**src/rtl/dice_roller.sv**
```systemverilog
// Dice roller: debounced roll button, two spinning dice, valid/ready sum hand-off and 7-seg drive.
// Define DICE_LFSR_EN to draw the dice from an 8-bit LFSR instead of the cascaded spin counters.
module dice_roller #(
  parameter int DEBOUNCE_CYCLES = 16
) (
  input  logic       clock,
  input  logic       reset,
  input  logic       roll,
  input  logic       sum_ready,
  output logic       sum_valid,
  output logic [3:0] sum,
  output logic [2:0] die1,
  output logic [2:0] die2,
  output logic [6:0] disp1,
  output logic [6:0] disp2,
  output logic       rolling
);

  localparam int CNT_W = (DEBOUNCE_CYCLES > 1) ? $clog2(DEBOUNCE_CYCLES) : 1;
  localparam logic [CNT_W-1:0] CNT_LAST = CNT_W'(DEBOUNCE_CYCLES - 1);

  typedef enum logic [1:0] {
    IDLE    = 2'd0,
    ROLLING = 2'd1,
    PRESENT = 2'd2
  } state_t;

  function automatic logic [6:0] seg7(input logic [2:0] v);
    logic [6:0] s;
    case (v)
      3'd1:    s = 7'b0000110;
      3'd2:    s = 7'b1011011;
      3'd3:    s = 7'b1001111;
      3'd4:    s = 7'b1100110;
      3'd5:    s = 7'b1101101;
      3'd6:    s = 7'b1111101;
      default: s = 7'b0000000;
    endcase
    return s;
  endfunction

  logic         sync1_r;
  logic         sync2_r;
  logic         db_level_r;
  logic [CNT_W-1:0] db_cnt_r;
  logic         flip_s;
  logic         press_s;
  logic         release_s;
  logic [2:0]   pick_a_s;
  logic [2:0]   pick_b_s;
  state_t       state_r;

  // Synchronize the raw button and debounce it into a clean level.
  always_ff @(posedge clock or posedge reset) begin
    if (reset) begin
      sync1_r    <= 1'b0;
      sync2_r    <= 1'b0;
      db_level_r <= 1'b0;
      db_cnt_r   <= {CNT_W{1'b0}};
    end else begin
      sync1_r <= roll;
      sync2_r <= sync1_r;
      if (sync2_r != db_level_r) begin
        if (db_cnt_r == CNT_LAST) begin
          db_level_r <= sync2_r;
          db_cnt_r   <= {CNT_W{1'b0}};
        end else begin
          db_cnt_r <= db_cnt_r + {{(CNT_W-1){1'b0}}, 1'b1};
        end
      end else begin
        db_cnt_r <= {CNT_W{1'b0}};
      end
    end
  end

  // Press/release fire on the very edge the debounced level flips.
  always_comb begin
    flip_s    = 1'b0;
    press_s   = 1'b0;
    release_s = 1'b0;
    if ((sync2_r != db_level_r) && (db_cnt_r == CNT_LAST)) begin
      flip_s = 1'b1;
    end else begin
      flip_s = 1'b0;
    end
    press_s   = flip_s & ~db_level_r;
    release_s = flip_s &  db_level_r;
  end

`ifdef DICE_LFSR_EN
  logic [7:0] lfsr_r;

  function automatic logic [2:0] mod6_plus1(input logic [3:0] v);
    logic [3:0] t;
    t = (v % 4'd6) + 4'd1;
    return t[2:0];
  endfunction

  // Free-running x^8+x^6+x^5+x^4+1 Fibonacci LFSR.
  always_ff @(posedge clock or posedge reset) begin
    if (reset) begin
      lfsr_r <= 8'h01;
    end else begin
      lfsr_r <= {lfsr_r[6:0], lfsr_r[7] ^ lfsr_r[5] ^ lfsr_r[4] ^ lfsr_r[3]};
    end
  end

  // Map LFSR nibbles onto 1..6.
  always_comb begin
    pick_a_s = mod6_plus1(lfsr_r[3:0]);
    pick_b_s = mod6_plus1(lfsr_r[7:4]);
  end
`else
  logic [2:0] spin_a_r;
  logic [2:0] spin_b_r;

  // Cascaded spin counters; B steps only when A wraps, and the release edge is not a spin.
  always_ff @(posedge clock or posedge reset) begin
    if (reset) begin
      spin_a_r <= 3'd1;
      spin_b_r <= 3'd1;
    end else if ((state_r == ROLLING) && !release_s) begin
      if (spin_a_r == 3'd6) begin
        spin_a_r <= 3'd1;
        spin_b_r <= (spin_b_r == 3'd6) ? 3'd1 : (spin_b_r + 3'd1);
      end else begin
        spin_a_r <= spin_a_r + 3'd1;
      end
    end else begin
      spin_a_r <= spin_a_r;
      spin_b_r <= spin_b_r;
    end
  end

  // Dice are taken straight from the spin counters.
  always_comb begin
    pick_a_s = spin_a_r;
    pick_b_s = spin_b_r;
  end
`endif

  // Roll FSM with registered handshake, dice and display outputs.
  always_ff @(posedge clock or posedge reset) begin
    if (reset) begin
      state_r   <= IDLE;
      sum_valid <= 1'b0;
      sum       <= 4'd0;
      die1      <= 3'd1;
      die2      <= 3'd1;
      disp1     <= 7'b0000000;
      disp2     <= 7'b0000000;
      rolling   <= 1'b0;
    end else begin
      case (state_r)
        IDLE: begin
          if (press_s) begin
            state_r <= ROLLING;
            rolling <= 1'b1;
          end else begin
            state_r <= IDLE;
          end
        end
        ROLLING: begin
          if (release_s) begin
            die1      <= pick_a_s;
            die2      <= pick_b_s;
            sum       <= {1'b0, pick_a_s} + {1'b0, pick_b_s};
            disp1     <= seg7(pick_a_s);
            disp2     <= seg7(pick_b_s);
            sum_valid <= 1'b1;
            rolling   <= 1'b0;
            state_r   <= PRESENT;
          end else begin
            state_r <= ROLLING;
          end
        end
        PRESENT: begin
          // Button activity here is deliberately dropped, not queued.
          if (sum_ready) begin
            sum_valid <= 1'b0;
            state_r   <= IDLE;
          end else begin
            state_r <= PRESENT;
          end
        end
        default: begin
          state_r   <= IDLE;
          sum_valid <= 1'b0;
          rolling   <= 1'b0;
        end
      endcase
    end
  end

endmodule
```
**config.mk**
```make
export PLATFORM = sky130hd
export DESIGN_NAME = dice_roller
export DESIGN_NICKNAME = d
export VERILOG_FILES = /design/src/rtl/dice_roller.sv
export SDC_FILE = /design/constraint.sdc
export NUM_CORES = 1
export LEC_CHECK = 0
export CORE_UTILIZATION = 25
export DETAILED_ROUTE_END_ITERATION = 10
export GPL_ROUTABILITY_DRIVEN = 1
export SETUP_SLACK_MARGIN = 0.2
export SYNTH_ARGS = -nofsm -noshare
export SYNTH_HDL_FRONTEND = slang
export SYNTH_SLANG_ARGS = --single-unit
```
**constraint.sdc**
```tcl
create_clock -name clock -period 1.6 [get_ports clock]
set_input_delay 0.16 -clock clock [delete_from_list [all_inputs] [get_ports clock]]
set_output_delay 0.16 -clock clock [all_outputs]
set_load 0.02 [all_outputs]
```
Word-level counts from Yosys, hierarchy flattened
Cells that the tools add are included.
{"block": "word_totals", "register_bits": 41, "output_inout_bits": 26, "wordCells": 68, "latchBits": 0, "rom_bits": 0, "inputBits": 4, "n_memories": 0, "mem_bits_rw": 0}
{"block": "op_classes", "magnitude_cmp": 0, "div": 0, "n_addsub": 4, "n_mux": 17, "n_eq_ne": 19, "n_reduce_logical": 9, "multipliers": 0, "shift": 0, "bitwise_logic": 5}
{"operator": "$pmux 7 s6", "n": 2}
{"operator": "$eq 3x3->1 const B", "n": 6}
{"operator": "$eq 3x2->1 const B", "n": 4}
{"operator": "$mux 4", "n": 2}
{"operator": "$add 3x1->3 const B", "n": 2}
{"operator": "$eq 3x1->1 const B", "n": 2}
{"operator": "$mux 1", "n": 6}
{"operator": "$mux 3", "n": 2}
{"operator": "$ne 2x2->1 const B", "n": 3}
{"operator": "$pmux 1 s3", "n": 2}
{"operator": "$pmux 2 s3", "n": 1}
{"operator": "$reduce_and 2->1", "n": 3}
{"operator": "$reduce_and 3->1", "n": 2}
{"operator": "$add 3x3->4", "n": 1}
{"operator": "$add 4x1->4 const B", "n": 1}
{"operator": "$eq 4x4->1 const B", "n": 1}
{"operator": "$mux 2", "n": 2}
{"operator": "$not 1->1", "n": 3}
{"operator": "$and 1x1->1", "n": 2}
{"operator": "$eq 2x1->1 const B", "n": 1}
{"operator": "$eq 2x2->1 const B", "n": 1}
{"operator": "$logic_and 1x1->1", "n": 2}
{"operator": "$logic_not 2->1", "n": 1}
{"operator": "$logic_not 1->1", "n": 1}
{"operator": "$ne 1x1->1", "n": 1}

Logic depth before layout (Yosys ltp)
Gate-level depths: netlist (run 1).
{"block": "logic_depth", "ltp_word": 7, "ltp_mapped": 6, "ltp_nobuf": 5}

Worst setup path after synthesis (run 1)
No wires, ideal clock.
{"block": "synth_path", "path_type": "register -> register", "start": "register db_cnt_r[0]", "end": "register die1[1]", "required_time_ns": 1.475, "t_arrival_ns": 1.666, "path_stages_with_launch": 7, "setup_time_ns": 0.125, "slack_ns": -0.192, "path_buffers": 2, "synth_period_minus_slack_ns": 1.792, "cell_sequence": "dfrtp_1 > ha_1 > nand4b_1 > or3_1 > buf_4 > buf_6 > mux2_4"}
{"block": "synth_between", "elab_chain_cells": 5}
{"item": "from (decl)", "line_no": "45", "source": "logic [CNT_W-1:0] db_cnt_r;"}
{"item": "from (signal assigned)", "line_no": "59", "source": "db_cnt_r <= {CNT_W{1'b0}};"}
{"item": "from (signal assigned)", "line_no": "66", "source": "db_cnt_r <= {CNT_W{1'b0}};"}
{"item": "from (signal assigned)", "line_no": "68", "source": "db_cnt_r <= db_cnt_r + {{(CNT_W-1){1'b0}}, 1'b1};"}
{"item": "$eq 4x4->1", "line_no": "81", "source": "if ((sync2_r != db_level_r) && (db_cnt_r == CNT_LAST)) begin"}
{"item": "$logic_and 1x1->1", "line_no": "81"}
{"item": "$mux 1", "line_no": "81"}
{"item": "$and 1x1->1", "line_no": "87", "source": "release_s = flip_s & db_level_r;"}
{"item": "$reduce_and 2->1 (no line)"}
{"item": "to (signal assigned)", "line_no": "165", "source": "die1 <= pick_a_s;"}
{"item": "to (decl)", "line_no": "12", "source": "output logic [2:0] die1,"}
No other way between the ends.
A chain may end at the register's enable or synchronous reset.

Worst setup path in the final report (run 1)
{"block": "layout_path", "start": "register db_cnt_r[1]", "end": "register die1[1]"}
Same word-level chain as after synthesis.

==> results of run 1 <==
## registers in the layout, indices dropped and copies added, names as in the netlist
register / count
pick_b_s: 3
disp1: 6
die2: 3
sync2_r: 1
sum_valid: 1
disp2: 6
sync1_r: 1
pick_a_s: 3
rolling: 1
db_level_r: 1
state_r: 2
sum: 4
die1: 3
db_cnt_r: 4
## power by group
part / total, mW / switching [mW] / internal (mW)
registers: 1.21 / 0.110 / 1.10
logic: 1.27 / 0.626 / 0.644
clock network: 0.850 / 0.346 / 0.505
total: 3.33 / 1.08 / 2.25
## layer usage
| metal | part of all wire (%) | up-vias | global-route usage [%] |
|---|---|---|---|
| met3 | 3.6 | 5 | 2.88 |
| met2 | 47 | 22 | 18.3 |
| met5 | 0 | - | 0 |
| met1 | 49 | 699 | 15.1 |
| li1 | - | 689 | - |
| met4 | 1.0 | 0 | 3.69 |
## layout make-up
type / instances / area, um2
clock buffers: 6 / 82.6
clock inverters: 2 / 35.0
fillers: 709 / 4640
inverters: 8 / 30.0
multi-input cells: 102 / 923
flip-flops and latches: 39 / 981
well taps: 99 / 124
repair buffers: 59 / 514
## path summary, 6_finish.rpt
check / from / end / slack (ns) / depth (start not counted)
worst max-delay path: db_cnt_r[1] / die1[1] / -0.05 / 5
min in group clock: roll / sync1_r / 0.30 / 1
worst max register to register: db_cnt_r[1] / die1[1] / -0.05 / 5
worst min-delay path: reset / pick_b_s[2] / 0.23 / 3
max in group asynchronous: reset / pick_a_s[0] / 1.12 / 3
worst min register to register: sync1_r / sync2_r / 0.35 / 0
## worst min-delay path, cell delays in order
cell and delay, ns:
clkdlybuf4s50_1 0.40, inv_1 0.09, buf_12 0.23
## timing repair
action                     CTS  global route
setup endpoints to repair   55            32
hold endpoints to repair     0             0
gates resized for setup     33             9
buffers inserted             2             0
pin swaps                    4             0
## cell usage in the layout, fill, tap and decap left out, drive strengths merged, types with 4 or more instances in the layout
master	Yosys	layout
ha	6	6
a21oi	4	4
dfrtp	35	35
o31ai	13	13
inv	8	8
o21ai	9	9
clkbuf	9	6
nand2b	6	6
nor2	8	8
dlygate4sd2	0	26
mux2	16	16
dfstp	4	4
xnor2	5	5
buf	5	30
## kinds of logic (layout without fill, tap and decap cells)
group | Yosys count | in the layout | synth area share (%)
adders and majority gates | 7 | 7 | 4.94
buffers and inverters | 22 | 75 | 5.65
and+or+nand+nor | 30 | 30 | 8.97
DFF | 39 | 39 | 50.9
xor gates and xnor gates | 7 | 7 | 3.18
muxes | 16 | 16 | 11.3
AOI/OAI and AO/OA | 42 | 42 | 15.0
==> impl_metrics.py, run 1 <==
metrics = {
    "route": {
        "routed-via-count": 1415,
        "drt-pass1-iter-count": 4,
        "routed_wirelength_mm": 4.20,
        "number_of_antenna_violating_nets_in_the_routed_design": 0,
        "via_per_inst": 4.49,
        "route.detailed.drc": 0,
        "avgRoutedWirePerCell_um": 13.3,
        "first_drt_iteration_drcs": 74,
    },
    "synth": {
        "synth_edf_count": 0,
        "synth_seq_cells": 39,
        "synth.net_count": 174,
        "async_flop_share_pct": 100,
        "netlist_area_um2": 1930,
        "post_synth.cell_area_avg_um2": 11.8,
        "synth_sequential_area_ratio_pct": 50.9,
        "leading_register_cell_type_out_of_synthesis": "dfrtp_1",
        "synth.top_cells.by_area": "dfrtp_1 (45%), mux2_4 (7.8%), dfstp_2 (5.5%)",
        "synth_top_cell_by_area": "dfrtp_1",
        "synthDominantCellAreaShare_pct": 45.5,
        "synth_commonest_cells": "dfrtp_1 (35), o31ai_1 (13), mux2_4 (10)",
        "post-synth-top-count-cell": "dfrtp_1",
        "synth.distinct_cells": 38,
        "synth-warning-count": 0,
        "postSynthCellCount": 163,
    },
    "grt": {
        "grt_antenna_before_repair": 0,
        "grt_max_degree": 40,
        "first_global_vias": 1485,
        "grt_pass1_wl_mm": 7.31,
        "grtUsageTotal_pct": 11.4,
        "grt-ovfl-total": 0,
    },
    "worst_setup_path": {
        "critPathMaxFanout": 11,
        "worstSetupStartpointType": "flip-flop",
        "critical_path.cell_chain": "ha_4 > nand4b_1 > or3_4 > buf_8 > mux2_4",
        "worst_path_largest_cell_delay_ns": 0.40,
        "crit_buf_inv": 1,
        "setup.worst_path.end_class": "flip-flop",
        "crit_type": "reg2reg",
        "cp.arrival_ns": 1.82,
        "wp_data_required_ns": 1.77,
        "timing.critical_path.max_delay_family": "simple AND/OR/NAND/NOR gates",
        "slowest_stage": "dfrtp_1",
    },
    "sta": {
        "rsz0062_at_grt": "true",
        "maxSlewHeadroom_pct": 77.4,
        "setup_viol": 12,
        "setup_slack_ns": -0.0465,
        "clock-skew-final_ns": 0.00964,
        "max_clock_freq_mhz": 607,
        "hold-worst-slack_ns": 0.227,
        "report.final.slew_viol_count": 0,
        "final.period_utilization_pct": 103,
        "layout_min_cycle_time_ns": 1.65,
        "worst-slew-pin-transition_ns": 0.337,
        "finalHoldViolCount": 0,
        "fin_tns_setup_ns": -0.342,
    },
    "floorplan": {
        "die_area_um2": 8060,
        "placeableCoreArea_um2": 7330,
        "floorplan.rows": 31,
        "die_width_um": 89.8,
        "num_io_pins": 30,
        "floorplan.die.height_um": 89.8,
        "initial_core_util_pct": 26.3,
    },
    "layout": {
        "finalNonFillerCells": 315,
        "antenna_cells_inserted": 0,
        "postLayoutCoreUtil_pct": 36.7,
        "final_net_count": 226,
        "post_route_cells_drive_above_1_share_pct": 33.3,
        "finish.instance_area_um2": 2690,
        "syn2layout_area_growth_pct": 39.7,
    },
    "power": {
        "max-vdd-ir-drop_uv": 497,
        "power.density_cell_area_nw_per_um2": 1240,
        "static-leakage-power_nw": 1.34,
        "report.power.total_mw": 3.33,
    },
    "place": {
        "placement.cell_area_um2": 2520,
        "numPortBuffers": 29,
        "placedCellCount": 305,
        "dp_worst_setup_slack_ns": -0.0163,
        "dp_hpwl_mm": 3.00,
        "gpl.final_weighted_congestion": 0.763,
    },
    "cts": {
        "clkSlewWorstSetupHoldPaths_ns": 0.08,
        "cts_buffers": 5,
        "post_cts_hold_buffer_count": 0,
        "root_buffer": "clkbuf_8",
        "cts_htree_levels": 2,
        "cts_tree": "done",
        "clock_insertion_delay_worst_skew_ns": 0.29,
        "cts_sinks": 39,
        "cts_buffer_depth": 2,
    },
    "flow_run": {
        "cap_violations": 0,
    },
    "min_path": {
        "min_path_type": "in2async",
    },
    "run_status": {
        "violations": "negative setup slack",
        "outcome": "finished, violations left",
    },
}
Power figures use the tool's default switching activity.
==> inputs of run 2 (changes only) <==
--- a/config.mk
+++ b/config.mk
@@ -9,6 +9,7 @@
 export DETAILED_ROUTE_END_ITERATION = 10
 export GPL_ROUTABILITY_DRIVEN = 1
 export SETUP_SLACK_MARGIN = 0.2
+export SKIP_LAST_GASP = 1
 export SYNTH_ARGS = -nofsm -noshare
 export SYNTH_HDL_FRONTEND = slang
 export SYNTH_SLANG_ARGS = --single-unit
==> constraint.sdc (replaced) <==
create_clock -name clock -period 1.6 [get_ports clock]
set_input_delay 0.4 -clock clock [delete_from_list [all_inputs] [get_ports clock]]
set_output_delay 0.4 -clock clock [all_outputs]
set_load 0.02 [all_outputs]
==> run 2 against run 1 <==
- the flow still finishes with violations (negative setup slack)
- first-iteration DRC count fell by 15%
- hold slack improved by 0.13 ns
- power rose by 1.6%
- final cell count rose by 0.95%
- sequential power barely moved
- combinational power rose by 4%
- largest cell class unchanged
==> impl_metrics.py, run 2 (same netlist as run 1, synthesis figures left out) <==
metrics = {
    "min_path": {
        "min_path_type": "reg2reg",
        "timing.hold.worst_endpoint": "sync2_r",
        "hold-path-cell-count": 0,
        "worst_hold_start": "sync1_r",
    },
    "worst_setup_path": {
        "cp.arrival_ns": 1.80,
        "wp_data_required_ns": 1.77,
        "reg2reg_from": "db_cnt_r[1]",
        "setup.worst_path.end_class": "flip-flop",
        "critical_path.reg2reg.endpoint": "die1[1]",
        "crit_type": "reg2reg",
        "r2r.worst_path.cells": 5,
        "worstSetupStartpointType": "flip-flop",
        "critPathMaxFanout": 11,
        "setup.reg_to_reg.worst_slack_ns": -0.03,
    },
    "route": {
        "avgRoutedWirePerCell_um": 13.6,
        "drt-pass1-iter-count": 4,
        "routed_wirelength_mm": 4.33,
        "route.detailed.drc": 0,
        "first_drt_iteration_drcs": 63,
        "number_of_antenna_violating_nets_in_the_routed_design": 0,
        "via_per_inst": 4.54,
        "routed-via-count": 1445,
    },
    "power": {
        "static-leakage-power_nw": 1.27,
        "max-vdd-ir-drop_uv": 501,
        "power.density_cell_area_nw_per_um2": 1280,
        "report.power.total_mw": 3.38,
    },
    "sta": {
        "maxSlewHeadroom_pct": 73.3,
        "report.final.slew_viol_count": 0,
        "clock-skew-final_ns": 0.00669,
        "hold-worst-slack_ns": 0.355,
        "max_clock_freq_mhz": 614,
        "rsz0062_at_grt": "true",
        "layout_min_cycle_time_ns": 1.63,
        "setup_viol": 11,
        "worst-slew-pin-transition_ns": 0.398,
        "setup_slack_ns": -0.0299,
        "final.period_utilization_pct": 102,
        "finalHoldViolCount": 0,
    },
    "place": {
        "placedCellCount": 305,
        "placement.cell_area_um2": 2520,
        "gpl.final_weighted_congestion": 0.763,
        "dp_hpwl_mm": 3.00,
        "numPortBuffers": 29,
    },
    "grt": {
        "grt_antenna_before_repair": 0,
        "grtUsageTotal_pct": 11.3,
        "grt_max_degree": 40,
        "grt-ovfl-total": 0,
        "grt_pass1_wl_mm": 7.28,
        "first_global_vias": 1488,
    },
    "flow_run": {
        "cap_violations": 0,
    },
    "layout": {
        "reg_top3": "disp1: 6 flops, disp2: 6 flops",
        "antenna_cells_inserted": 0,
        "finalNonFillerCells": 318,
        "layout_common_cells": "dfrtp_1 (35), buf_4 (29), clkbuf_2 (21)",
        "finish.instance_area_um2": 2640,
        "post_route_cells_drive_above_1_share_pct": 45.7,
        "final_net_count": 229,
        "syn2layout_area_growth_pct": 37.0,
        "mostFrequentLayoutCell": "dfrtp_1",
    },
    "run_status": {
        "violations": "negative setup slack",
        "outcome": "finished, violations left",
    },
    "cts": {
        "clkSlewWorstSetupHoldPaths_ns": 0.08,
        "clock_insertion_delay_worst_skew_ns": 0.29,
        "root_buffer": "clkbuf_8",
        "cts_sinks": 39,
        "cts_buffers": 5,
        "cts_buffer_depth": 2,
        "cts_tree": "done",
        "cts_htree_levels": 2,
    },
    "floorplan": {
        "floorplan.die.height_um": 89.8,
        "die_width_um": 89.8,
        "initial_core_util_pct": 26.3,
        "floorplan.rows": 31,
        "die_area_um2": 8060,
        "num_io_pins": 30,
        "placeableCoreArea_um2": 7330,
    },
}
run 2: timing repair:
action / 4_1_cts / 5_1_grt
gates resized for setup: 53 / 43
buffers inserted: 5 / 0
endpoints found under the setup margin: 55 / 62
hold buffers: 0 / 0
pin swaps: 4 / 1
run 2: layout make-up:
class | instances | area [um2]
fill | 714 | 4690
sequential | 39 | 981
multi-input combinational | 102 | 927
timing repair buffer | 62 | 459
tap | 99 | 124
clock buffer | 6 | 82.6
clock inverter | 2 | 35.0
inverter | 8 | 30.0
run 2: how the worst max path moves through the flow:
stage	startpoint	to	slack, ns	cells after the start
6_report	db_cnt_r[1]	die1[1]	-0.03	5
3_3_place_gp	db_cnt_r[1]	disp2[3]	0.001	5
5_1_grt	db_cnt_r[1]	disp2[1]	-0.09	5
2_1_floorplan	db_cnt_r[0]	die1[1]	-0.1	6
3_5_place_dp	db_cnt_r[1]	disp2[4]	-0.02	5
4_1_cts	db_cnt_r[1]	die1[1]	-0.04	5
run 2: metal layers:
layer,track usage [%],routed length [um],vias up
met5,0,0,-
met4,3.69,44,0
met3,2.88,177,5
met2,17.8,2060,36
met1,15.2,2050,711
li1,-,-,693
run 2: report_power, final:
group	total, mW	leakage (nW)	switching [mW]	internal [mW]
Combinational	1.32	0.707	0.650	0.670
Sequential	1.21	0.505	0.110	1.10
Clock	0.853	0.0612	0.348	0.505
run 2: critical path: stages (launching register included):
cell	delay [ns]
dfrtp_1	0.40
ha_4	0.15
nand4b_1	0.13
or3_4	0.37
buf_6	0.17
mux2_4	0.30
run 2: through the flow:
step / utilization, % / worst slack [ns] / TNS, ns
after floorplan: - / -0.0961 / -0.878
after global placement: 34.4 / 0.00133 / 0
after detailed placement: 34.4 / -0.0163 / -0.0991
after CTS: 36.5 / -0.0368 / -0.288
after global routing: 36.0 / -0.0889 / -1.13
final: 36.0 / -0.0299 / -0.199
